<file path="src/rtl/index_row_segmenter.sv">
// Index buffer between pattern_decoder and the vector-fetch stage: one pending register
// tags the last nonzero of each row, then a fall-through FIFO feeds a valid/ready consumer.
module index_row_segmenter #(
  parameter int INDEX_WIDTH  = 32,
  parameter int DEPTH        = 16,
  parameter int AFULL_MARGIN = 4
) (
  input  logic                         i_clk,
  input  logic                         i_rst,
  input  logic                         i_index_push,
  input  logic [INDEX_WIDTH-1:0]       i_row,
  input  logic [INDEX_WIDTH-1:0]       i_col,
  input  logic                         i_flush,
  output logic                         o_stall,
  output logic                         o_out_valid,
  input  logic                         i_out_ready,
  output logic [INDEX_WIDTH-1:0]       o_out_row,
  output logic [INDEX_WIDTH-1:0]       o_out_col,
  output logic                         o_out_row_end,
  output logic [$clog2(DEPTH+1)-1:0]   o_count,
  output logic                         o_overflow,
  output logic                         o_idle
);

  localparam int CW = $clog2(DEPTH + 1);
  localparam int PW = $clog2(DEPTH);
  localparam int EW = 2 * INDEX_WIDTH + 1;
  localparam logic [CW-1:0] FULL_CNT  = CW'(DEPTH);
  localparam logic [CW-1:0] STALL_CNT = CW'(DEPTH - AFULL_MARGIN);

  logic                   r_pendValid;
  logic [INDEX_WIDTH-1:0] r_pendRow;
  logic [INDEX_WIDTH-1:0] r_pendCol;
  logic                   r_deferFlush;
  logic [EW-1:0]          r_mem [DEPTH];
  logic [PW-1:0]          r_wrPtr;
  logic [PW-1:0]          r_rdPtr;
  logic [CW-1:0]          r_count;
  logic                   r_stall;
  logic                   r_overflow;

  logic                   w_wrEn;
  logic [EW-1:0]          w_wrData;
  logic                   w_pendClear;
  logic                   w_full;
  logic                   w_pop;
  logic                   w_accept;
  logic [EW-1:0]          w_head;

  // A deferred flush commits the entry loaded alongside it, taking priority over the row compare.
  always_comb begin
    w_wrEn      = 1'b0;
    w_wrData    = '0;
    w_pendClear = 1'b0;
    if (r_deferFlush) begin
      w_wrEn      = 1'b1;
      w_wrData    = {1'b1, r_pendRow, r_pendCol};
      w_pendClear = 1'b1;
    end else if (i_index_push && r_pendValid) begin
      w_wrEn   = 1'b1;
      w_wrData = {(r_pendRow != i_row), r_pendRow, r_pendCol};
    end else if (i_flush && !i_index_push && r_pendValid) begin
      w_wrEn      = 1'b1;
      w_wrData    = {1'b1, r_pendRow, r_pendCol};
      w_pendClear = 1'b1;
    end
  end

  always_ff @(posedge i_clk) begin
    if (i_rst) begin
      r_pendValid  <= 1'b0;
      r_pendRow    <= '0;
      r_pendCol    <= '0;
      r_deferFlush <= 1'b0;
    end else begin
      r_deferFlush <= i_index_push && i_flush;
      if (i_index_push) begin
        r_pendValid <= 1'b1;
        r_pendRow   <= i_row;
        r_pendCol   <= i_col;
      end else if (w_pendClear) begin
        r_pendValid <= 1'b0;
      end
    end
  end

  assign w_full   = (r_count == FULL_CNT);
  assign w_pop    = (r_count != '0) && i_out_ready;
  assign w_accept = w_wrEn && (!w_full || w_pop);

  always_ff @(posedge i_clk) begin
    if (w_accept) begin
      r_mem[r_wrPtr] <= w_wrData;
    end
  end

  always_ff @(posedge i_clk) begin
    if (i_rst) begin
      r_wrPtr    <= '0;
      r_rdPtr    <= '0;
      r_count    <= '0;
      r_stall    <= 1'b0;
      r_overflow <= 1'b0;
    end else begin
      if (w_accept) begin
        r_wrPtr <= r_wrPtr + PW'(1);
      end
      if (w_pop) begin
        r_rdPtr <= r_rdPtr + PW'(1);
      end
      if (w_accept && !w_pop) begin
        r_count <= r_count + CW'(1);
      end else if (!w_accept && w_pop) begin
        r_count <= r_count - CW'(1);
      end
      // Stall follows occupancy one cycle late; the margin absorbs that lag.
      r_stall <= (r_count >= STALL_CNT);
      if (w_wrEn && w_full && !w_pop) begin
        r_overflow <= 1'b1;
      end
    end
  end

  assign w_head        = r_mem[r_rdPtr];
  assign o_out_valid   = (r_count != '0);
  assign o_out_row_end = o_out_valid ? w_head[EW-1] : 1'b0;
  assign o_out_row     = o_out_valid ? w_head[2*INDEX_WIDTH-1:INDEX_WIDTH] : '0;
  assign o_out_col     = o_out_valid ? w_head[INDEX_WIDTH-1:0] : '0;
  assign o_count       = r_count;
  assign o_stall       = r_stall;
  assign o_overflow    = r_overflow;
  assign o_idle        = !r_pendValid && (r_count == '0) && !r_deferFlush;

endmodule
</file>
<file path="config.mk">
export PLATFORM = sky130hd
export DESIGN_NAME = index_row_segmenter
export DESIGN_NICKNAME = d
export VERILOG_FILES = /design/src/rtl/index_row_segmenter.sv
export SDC_FILE = /design/constraint.sdc
export NUM_CORES = 1
export LEC_CHECK = 0
export ABC_AREA = 1
export BUFFER_PORTS_ARGS = -buffer_cell sky130_fd_sc_hd__clkbuf_2
export CORE_ASPECT_RATIO = 0.7
export CORE_UTILIZATION = 50
export DETAILED_ROUTE_END_ITERATION = 10
export PLACE_DENSITY = 0.66
export SYNTH_ARGS = -nofsm -noshare
export SYNTH_HDL_FRONTEND = slang
export SYNTH_SLANG_ARGS = --single-unit
export TNS_END_PERCENT = 5
</file>
<file path="constraint.sdc">
create_clock -name i_clk -period 9.8 [get_ports i_clk]
set_clock_uncertainty 0.2 [all_clocks]
set_input_delay 0.49 -clock i_clk [delete_from_list [all_inputs] [get_ports i_clk]]
set_output_delay 0.49 -clock i_clk [all_outputs]
set_load 0.03 [all_outputs]
</file>
==> run metrics <==
outcome finished, final reports clean; share of post-route cells with drive strength above 1 a little under a tenth; synthesized flop and latch total around 1.1k; VDD IR max between 0.3 and 0.4 mV; slowest CP cell dfxtp_4; Post-DP Area around 47000 um^2; Logic pwr share ~25%; switching portion of total power 32.9%; vias in the first global route 27.2k; Worst-path clk slew ~0.06 ns; Core Region 90000 um^2; CTS max path bufs 3; first-pass GRT wire length 168000 um; initial antenna violation count 0; crit-path max FO between 200 and 250; Setup Viol. Count Final 0; pwr/cell area 246 nW/um^2; DR vias 29.3k; io pins around 140; Remaining Overflow, GRT 0; Reg power frac 43.1%; routability cong. 0.795; PostCTS Resize Cnt 0; drt pass-1 iters 5; Total GRT Usage 24.0%; Leak 17.6 nW; fin area 51000 um^2; CP cell instances buf_12 -> buf_12 -> nor2_1 -> nor2_1 -> o21ai_0 -> nand3_1 -> nand3_1 -> a21oi_1 -> clkbuf_2; Worst Tran Pin Value approximately 1.3 ns; Starting Density 50.5%; crit-path max cell delay roughly 0.74 ns; pins over their slew limit 0; CP delay by family, top buffers and inverters; crit end category primary output; post-route ant nets 0; Syn Inst Count 3848; full die area 92100 um^2; CTS Buf Count 104; kind of critical path register to primary output; most common cell in the synthesized netlist edfxtp_1; CTS tree yes; Layout area overhead 12.3%; fin crit period slightly above 5 ns; Post-synth EDFFs 1040; HP Class primary input to register; max_slew headroom 14.5%; Buf/Inv on CP 3; Pint 8.42 mW; clock share of power 32.0%; post-route core utilization a little under three fifths; buffers added on ports between 100 and 150; CTS sink count about 1.1k; critical path arrival 4.38 ns; hpwl dp around 57000 um; CP required 9.11 ns; Mapped Nets 3928; Synth async-reset ratio 0%; RSZ-0062 raised after global routing false; fill cell count 7298; Ant. Diodes 0; vias per cell about 5.6; Routed WL per cell 21.2 um; startpoint types register; Synth area leaders edfxtp_1, nor2_1, o21ai_0; Mapped Area 45400 um^2; endpoints failing hold 0; Die Wd ~360 um; most frequent cells after synthesis edfxtp_1, nor2_1, o21ai_0, nand3_1, inv_1; nets@finish 4036; # rows 92; total of max-cap violations 0; root buffer cell clkbuf_16; H-tree depth 3; Final Cycle Share 51.7%; maximum clock rate ~200 MHz; chip height 254 um; Yosys cell types 29; NetSw 4.13 mW; Setup TNS 0 ns; post-synth top area share 68.7%; largest area contributor in the netlist edfxtp_1; drt drc 0; Yosys Warn Count 0; Worst-Skew Late Latency 0.70 ns; sequential area share after synthesis 72.5%; largest net degree at the start of global routing 250; commonest register cell after synthesis edfxtp_1; initial drt markers 3375; WL final 112000 um; syn avg cell area 11.8 um^2
path summary, 6_finish.rpt:
check / slack (ns) / end / startpoint / depth (start not counted)
max: 4.73 / o_out_row[31] / register / 9
min: 0.22 / o_overflow / i_rst / 3
max reg2reg: 6.14 / r_mem[2][32] / o_count[2] / 7
min reg2reg: 0.26 / r_pendCol[31] / r_pendCol[31] / 2
routing by layer:
metal / vias to the layer above / wire length, um / global-route usage [%]
met5: - / 0 / 0
met4: 0 / 2090 / 5.80
met3: 141 / 6540 / 3.15
met2: 964 / 51900 / 37.9
met1: 14400 / 50900 / 35.6
li1: 13800 / - / -
layout make-up:
type | count | area, um^2 | share of cell area (%)
clock buffer | 134 | 2830 | 5.54
clock inverter | 58 | 549 | 1.08
inverter | 181 | 703 | 1.38
multi-input combinational | 2291 | 10700 | 21.0
sequential | 1125 | 32900 | 64.6
tap | 1222 | 1530 | 3.00
timing repair buffer | 253 | 1760 | 3.45
tightest hold or removal path: stages:
cell and delay (ns):
clkbuf_2 0.08, buf_4 0.32, nor2_1 0.17
layout by cell type (no fill, tap or decap), types with 2 or more instances in the layout:
cell type      instances
a21oi_1              168
nor2_4                17
clkbuf_2             142
dfxtp_4                4
nor3_1                 3
bufinv_16              9
clkinv_8               2
a211oi_1              38
buf_12                 4
nand2_1              161
clkinv_1              23
o211ai_1             130
nand3_1              206
dlygate4sd3_1         66
dfxtp_1               81
buf_4                 41
inv_6                  2
inv_1                175
edfxtp_1            1040
nand4_1                4
clkinv_2              18
xnor2_1                4
clkinvlp_4             3
nor2_2                 5
o21ai_0              447
clkbuf_16            106
nor2_1               976
inv_4                  3
clkbuf_1              21
ha_1                  10
xor2_1                 5
inv_8                  2
clkbuf_8               7
o21ai_1              113
power groups by stage:
stage               clock network (mW)  logic (mW)  registers (mW)
global placement                     0        3.10            5.51
CTS                               4.08        3.16            5.41
floorplan                            0        2.28            5.47
detailed placement                   0        3.12            5.51
finish                            4.02        3.12            5.41
global route                      4.25        3.44            5.42
sequential cells by signal, summed over array words and instances, names as in the netlist, named ones only:
register	flops
o_count	5
o_overflow	1
o_stall	1
r_deferFlush	1
r_mem	1040
r_pendCol	32
r_pendRow	32
r_pendValid	1
r_rdPtr	4
r_wrPtr	4
timing repair:
action,in CTS,in global routing
hold buffers,66,0
setup buffers,0,0
endpoints found under the hold margin,69,0
logic make-up (layout without fill, tap and decap cells):
family	count (synthesis)	count (layout)	share of synthesized area, %
DFF	1125	1125	72.5
adders and majority gates	11	11	0.319
and+or+nand+nor	1373	1373	11.9
buffers and inverters	432	626	4.27
AOI/OAI and AO/OA	898	898	10.8
xor gates and xnor gates	9	9	0.173
per-stage QoR:
step	setup slack, ns	total power, mW	hold slack [ns]	std cells
3_5_place_dp	4.64	8.63	0.252	5006
3_3_place_gp	4.76	8.61	0.250	5006
5_1_grt	4.34	13.1	0.219	5264
6_report	4.73	12.6	0.220	5264
2_1_floorplan	5.02	7.75	0.236	3848
4_1_cts	4.60	12.6	0.175	5264
Note: power is estimated with default switching activity, not from simulation.
